`config.mk`:
```
export PLATFORM = sky130hd
export DESIGN_NAME = exec_controller
export DESIGN_NICKNAME = d
export VERILOG_FILES = /design/src/rtl/exec_controller.sv
export SDC_FILE = /design/constraint.sdc
export NUM_CORES = 1
export LEC_CHECK = 0
export ABC_AREA = 0
export BUFFER_PORTS_ARGS = -buffer_cell sky130_fd_sc_hd__clkbuf_2
export CAP_MARGIN = 30
export CORE_ASPECT_RATIO = 0.9
export CORE_UTILIZATION = 56
export DETAILED_ROUTE_END_ITERATION = 8
export PLACE_DENSITY_LB_ADDON = 0.08
export SLEW_MARGIN = 20
export SYNTH_ARGS = -nofsm -noshare
export SYNTH_HDL_FRONTEND = slang
export SYNTH_SLANG_ARGS = --single-unit
```
`constraint.sdc`:
```
create_clock -name i_clk -period 6.3 [get_ports i_clk]
set_input_delay 0.945 -clock i_clk [delete_from_list [all_inputs] [get_ports i_clk]]
set_output_delay 0.945 -clock i_clk [all_outputs]
set_load 0.02 [all_outputs]
```
`src/rtl/exec_controller.sv`:
```
// rtl/exec_controller.sv - run-control sequencer for the single-cycle core
// Gates core advancement (run/halt/step/breakpoint/budget) and streams programs into instruction memory.
module exec_controller #(
  parameter int PC_W   = 32,
  parameter int DATA_W = 32,
  parameter int CNT_W  = 32
) (
  input  logic              i_clk,
  input  logic              i_reset,
  input  logic              i_cmd_valid,
  output logic              o_cmd_ready,
  input  logic [2:0]        i_cmd_op,
  input  logic [DATA_W-1:0] i_cmd_data,
  input  logic [PC_W-1:0]   i_pc,
  output logic              o_core_en,
  output logic              o_core_rst,
  output logic              o_instr_we,
  output logic [PC_W-1:0]   o_instr_addr,
  output logic [DATA_W-1:0] o_instr_wdata,
  output logic [2:0]        o_state,
  output logic [1:0]        o_halt_cause,
  output logic [CNT_W-1:0]  o_retired
);

  typedef enum logic [2:0] {
    S_CRST = 3'd0,
    S_HALT = 3'd1,
    S_RUN  = 3'd2,
    S_STEP = 3'd3,
    S_LOAD = 3'd4
  } state_t;

  localparam logic [2:0] OP_RUN       = 3'd1;
  localparam logic [2:0] OP_HALT      = 3'd2;
  localparam logic [2:0] OP_STEP      = 3'd3;
  localparam logic [2:0] OP_SET_BP    = 3'd4;
  localparam logic [2:0] OP_CLR_BP    = 3'd5;
  localparam logic [2:0] OP_SET_LIMIT = 3'd6;
  localparam logic [2:0] OP_LOAD      = 3'd7;

  localparam logic [PC_W-1:0]   PC_ONE   = 1;
  localparam logic [DATA_W-1:0] DATA_ONE = 1;
  localparam logic [CNT_W-1:0]  CNT_ONE  = 1;

  state_t            r_state;
  state_t            w_state_nxt;
  logic [PC_W-1:0]   r_bp_addr;
  logic              r_bp_valid;
  logic              r_limit_en;
  logic [CNT_W-1:0]  r_budget;
  logic              r_skip_bp;
  logic [DATA_W-1:0] r_load_cnt;
  logic [PC_W-1:0]   r_instr_addr;
  logic [CNT_W-1:0]  r_retired;
  logic [1:0]        r_halt_cause;

  logic w_fire;
  logic w_halt_fire;
  logic w_bp_match;
  logic w_budget_out;
  logic w_stop;
  logic w_cfg_op;

  assign o_cmd_ready  = (r_state == S_HALT) || (r_state == S_RUN) || (r_state == S_LOAD);
  assign w_fire       = i_cmd_valid && o_cmd_ready;
  assign w_halt_fire  = w_fire && (i_cmd_op == OP_HALT);
  assign w_bp_match   = r_bp_valid && (i_pc == r_bp_addr) && !r_skip_bp;
  assign w_budget_out = r_limit_en && (r_budget == '0);
  assign w_stop       = w_halt_fire || w_bp_match || w_budget_out;
  // Breakpoint/limit configuration is honoured in both HALT and RUN
  assign w_cfg_op     = w_fire && ((r_state == S_HALT) || (r_state == S_RUN));

  assign o_core_en     = ((r_state == S_RUN) && !w_stop) || (r_state == S_STEP);
  assign o_core_rst    = (r_state == S_CRST);
  assign o_instr_addr  = r_instr_addr;
  assign o_instr_wdata = i_cmd_data;
  assign o_state       = r_state;
  assign o_halt_cause  = r_halt_cause;
  assign o_retired     = r_retired;

  always_ff @(posedge i_clk or posedge i_reset) begin
    if (i_reset) begin
      r_state <= S_CRST;
    end else begin
      r_state <= w_state_nxt;
    end
  end

  always_comb begin
    w_state_nxt = r_state;
    o_instr_we  = 1'b0;
    case (r_state)
      S_CRST: w_state_nxt = S_HALT;
      S_HALT: begin
        if (w_fire) begin
          case (i_cmd_op)
            OP_RUN:  w_state_nxt = S_RUN;
            OP_STEP: w_state_nxt = S_STEP;
            OP_LOAD: w_state_nxt = (i_cmd_data == '0) ? S_CRST : S_LOAD;
            default: w_state_nxt = S_HALT;
          endcase
        end
      end
      S_RUN: begin
        if (w_stop) w_state_nxt = S_HALT;
      end
      S_STEP: w_state_nxt = S_HALT;
      S_LOAD: begin
        o_instr_we = w_fire;
        if (w_fire && (r_load_cnt == DATA_ONE)) w_state_nxt = S_CRST;
      end
      default: w_state_nxt = S_CRST;
    endcase
  end

  always_ff @(posedge i_clk or posedge i_reset) begin
    if (i_reset) begin
      r_bp_addr    <= '0;
      r_bp_valid   <= 1'b0;
      r_limit_en   <= 1'b0;
      r_budget     <= '0;
      r_skip_bp    <= 1'b0;
      r_load_cnt   <= '0;
      r_instr_addr <= '0;
      r_retired    <= '0;
      r_halt_cause <= 2'd0;
    end else begin
      if (r_state == S_CRST) begin
        r_retired <= '0;
      end else if (o_core_en) begin
        r_retired <= r_retired + CNT_ONE;
      end

      if (r_state == S_RUN) begin
        if (o_core_en) r_skip_bp <= 1'b0;
        if (o_core_en && r_limit_en) r_budget <= r_budget - CNT_ONE;
        if (w_stop) r_halt_cause <= w_bp_match ? 2'd2 : (w_budget_out ? 2'd3 : 2'd1);
      end

      if ((r_state == S_HALT) && w_fire) begin
        case (i_cmd_op)
          OP_RUN: begin
            r_skip_bp    <= 1'b1;
            r_halt_cause <= 2'd0;
          end
          OP_STEP: r_halt_cause <= 2'd0;
          OP_LOAD: begin
            r_load_cnt   <= i_cmd_data;
            r_instr_addr <= '0;
          end
          default: ;
        endcase
      end

      // Placed after the RUN decrement so a fresh limit overrides it
      if (w_cfg_op) begin
        case (i_cmd_op)
          OP_SET_BP: begin
            r_bp_addr  <= PC_W'(i_cmd_data);
            r_bp_valid <= 1'b1;
          end
          OP_CLR_BP: r_bp_valid <= 1'b0;
          OP_SET_LIMIT: begin
            r_budget   <= CNT_W'(i_cmd_data);
            r_limit_en <= (i_cmd_data != '0);
          end
          default: ;
        endcase
      end

      if ((r_state == S_LOAD) && w_fire) begin
        r_instr_addr <= r_instr_addr + PC_ONE;
        r_load_cnt   <= r_load_cnt - DATA_ONE;
      end
    end
  end

endmodule

```
==> impl_metrics.toml <==
[setup_path]
crit_fanout = 24
r2r_end = "o_retired[10]$_DFFE_PP0P_"
rrSetupSlack_ps = 2700
crit_path_end_kind = "output pin"
required_ps = 5350
cpMostUsedCell = "clkbuf_2"
path_cells = "clkbuf_2 -> xor2_1 -> a2111oi_1 -> nand4_1 -> or4_1 -> a21oi_2 -> nor2_2 -> clkbuf_2"
path_delay_family = "simple AND/OR/NAND/NOR gates"
slowest_delay_ps = 900
startpoint_type = "input port"
path_buf_inv = 2
arrival_ps = 3640
reg2reg_depth = 8
crit_type = "input port to output pin"
r2r-start = "r_bp_addr[11]$_DFFE_PP0P_"
cp_slowest_cell = "or4_1"

[timing]
rsz0062_at_grt = "false"
final.setup_skew_ps = 12.74
fin_tns_setup_ps = 0
drv_slew = 0
hold_viol_final = 0
setup_viol_count_final = 0
max-slew-margin-rel_pct = 39.25
layout_min_cycle_time_ps = 4590
period_share_pct = 72.85
fmax_mhz = 217.9
tightest_slew_ps = 904.3

[clock_network]
cts.repair.resized = 0
tritoncts = "built"
cts_setup_buffers = 0
hold_buffers = 0
cts.sinks = 168
htreeDepth = 4
cts_buffers = 17
clk_pin_slew_ps = 60
cts.path.max_buffers = 2
cts-root-buf = "clkbuf_16"
clkLatencyLatePin_ps = 430

[power]
power.leakage_nw = 4.667
ir_worst_vdd_uv = 209.5
power_density_mw_per_mm2 = 289.9

[layout]
nFillCells = 1337
drive_gt1_share_pct = 22.30
final_nets = 1211
regArea_mm2 = 0.004204
area_delta_synth_final_pct = 14.93
diodes = 0
multi_input_area_mm2 = 0.004623
fin_cells = 1355

[synth]
ys_seq_area_share_pct = 44.91
synthCells = 1009
async_flop_share_pct = 100.0
synth_cell_types = 64
ys_ff_latch = 168
avgSynthCellArea_um2 = 9.278
ys.flop_type = "dfrtp_1"
yosys-top-cells-area = "dfrtp_1 (45%), nand2_1 (4.6%), xor2_1 (3.6%)"
synth_top_area_share_pct = 44.91
yosys_warnings = 0
yosysTopAreaCell = "dfrtp_1"
synth_fp_nets = 1084
synth_enable_flop_cells = 0
synth_area_mm2 = 0.009361

[place]
gp_congestion = 0.8891
place_inst = 1321
dp_hpwl_mm = 17.80
port_buffers = 174

[floorplan]
pin_count = 175
dieArea_mm2 = 0.01724
initial_utilization_pct = 57.64
die_h_um = 124.7
chipWidth_um = 138.3
core_mm2 = 0.01624
rows = 44

[worst_hold_path]
hp-class = "input port to async pin"

[run_status]
status = "finished, violations left"
failed_checks = "DRC"

[detailed_routing]
post-route-drc-count = 14
vias = 8417
wl_per_cell_um = 18.89
viasPerCell = 6.212
antenna_left = 0
drtPass1Iterations = 8
drt_iter0_drc = 645
wl_mm = 25.60

[global_route]
grt_busiest_layer = "met1"
gr-total-overflow = 0
grt_first_pass_wirelength_mm = 41.06
antenna_found_initial = 0
grt_util_met1_pct = 45.25
met3_usage_pct = 6.382
grt_use_total_pct = 30.51
first_global_vias = 7725
grt_start_max_net_pins = 103
use_met2_pct = 44.09

[run]
cap_violations = 0
[Yosys cell counts (3+ instances only)]
library cell	number
a2111oi_0	3
a21oi_1	25
a221o_1	12
a22oi_1	6
a31oi_1	11
a32oi_1	3
and2_1	6
and3_1	14
and4_1	3
buf_2	3
buf_4	34
clkbuf_1	38
dfrtp_1	168
ha_1	5
inv_1	25
mux2_2	28
mux2i_1	14
nand2_1	115
nand2b_1	14
nand3_1	45
nand3b_1	6
nand4_1	36
nand4b_1	6
nor2_1	61
nor2b_1	11
nor3_1	27
nor4_1	31
o211ai_1	24
o21a_1	3
o21ai_0	60
o21ai_1	5
o311ai_0	10
o31a_1	4
o31ai_1	31
o41ai_1	4
or2_2	5
or3_1	20
or4_1	18
xnor2_1	7
xor2_1	39
[final cells by class]
| cell class | count | share of cell area [%] |
|---|---|---|
| Multi-Input combinational cell | 736 | 42.97 |
| Sequential cell | 168 | 39.07 |
| Timing Repair Buffer | 187 | 9.350 |
| Clock buffer | 22 | 4.314 |
| Tap cell | 207 | 2.407 |
| Inverter | 26 | 0.9536 |
| Clock inverter | 9 | 0.9303 |
[metal layers]
metal  up-vias  share of wire, %
met3        47               7.3
li1       3969                 -
met4         0               2.4
met5         -                 0
met2       327                43
met1      4074                47
[worst reg2reg max path, stage by stage (launching register included)]
cell	delay, ps
dfrtp_1	380
xor2_1	160
a2111oi_1	810
nand4_1	220
or4_1	900
a21oi_2	320
buf_4	380
or3_1	200
mux2i_1	170
[cell families after synthesis]
family                   count (synthesis)  share of synthesized area [%]
AO/OA/AOI/OAI                          216                          15.62
XOR/XNOR                                46                          4.304
adder cells (fa/ha/maj)                  5                         0.6683
buffers and inverters                  105                          5.774
flip-flops                             168                          44.91
multiplexers                            42                          4.865
AND/OR/NAND/NOR                        427                          23.86
[registers in the layout (all words and copies together), names as in the netlist]
| signal | flops |
|---|---|
| r_bp_addr | 32 |
| r_limit_en | 1 |
| r_skip_bp | 1 |
| r_bp_valid | 1 |
| r_load_cnt | 32 |
| o_state | 3 |
| o_halt_cause | 2 |
| o_instr_addr | 32 |
| r_budget | 32 |
| o_retired | 32 |
[cell usage in the layout (no fill, tap or decap), types with 11 or more instances in the layout]
cell type  netlist  layout
nor4_1          31      31
nand3_1         45      45
mux2i_1         14      14
nand2_1        115     115
clkbuf_16        0      17
or3_1           20      20
nand2b_1        14      14
nor2_1          61      61
clkbuf_2         0     175
nand4_1         36      36
o21ai_0         60      60
o211ai_1        24      24
a31oi_1         11      11
or4_1           18      18
o31ai_1         31      31
inv_1           25      24
and3_1          14      14
dfrtp_1        168     168
mux2_2          28      28
xor2_1          39      39
nor3_1          27      26
nor2b_1         11      11
a21oi_1         25      25
a221o_1         12      12
[per-stage QoR]
stage               area [µm²]  hold slack (ps)  power, mW  util, %  setup slack, ps
floorplan                 9361            464.3      1.908        -            808.3
CTS                      10700            494.8      3.121    65.87             1566
global route             10760            459.7      3.278    66.25             1579
detailed placement       10130            486.9      2.101    62.40             1602
global placement         10130            474.9      2.082    62.40             1698
finish                   10760            453.8      3.119    66.25             1710
[how the worst max path moves through the flow]
| stage | startpoint | end | slack [ps] | cells after the start |
|---|---|---|---|---|
| 6_report | i_pc[11] | o_core_en | 1710 | 8 |
| 5_1_grt | i_pc[11] | o_core_en | 1580 | 8 |
| 4_1_cts | i_pc[11] | o_core_en | 1570 | 8 |
| 3_5_place_dp | i_pc[11] | o_core_en | 1600 | 8 |
| 3_3_place_gp | i_pc[11] | o_core_en | 1700 | 8 |
| 2_1_floorplan | i_reset | o_halt_cause[0]$_DFF_PP0_ | 810 | 1 |
[where the power goes]
part	switching [mW]	internal (mW)
logic	0.331	0.274
registers	0.212	1.28
clock network	0.419	0.599
total	0.962	2.16
(Power assumes the default switching activity.)
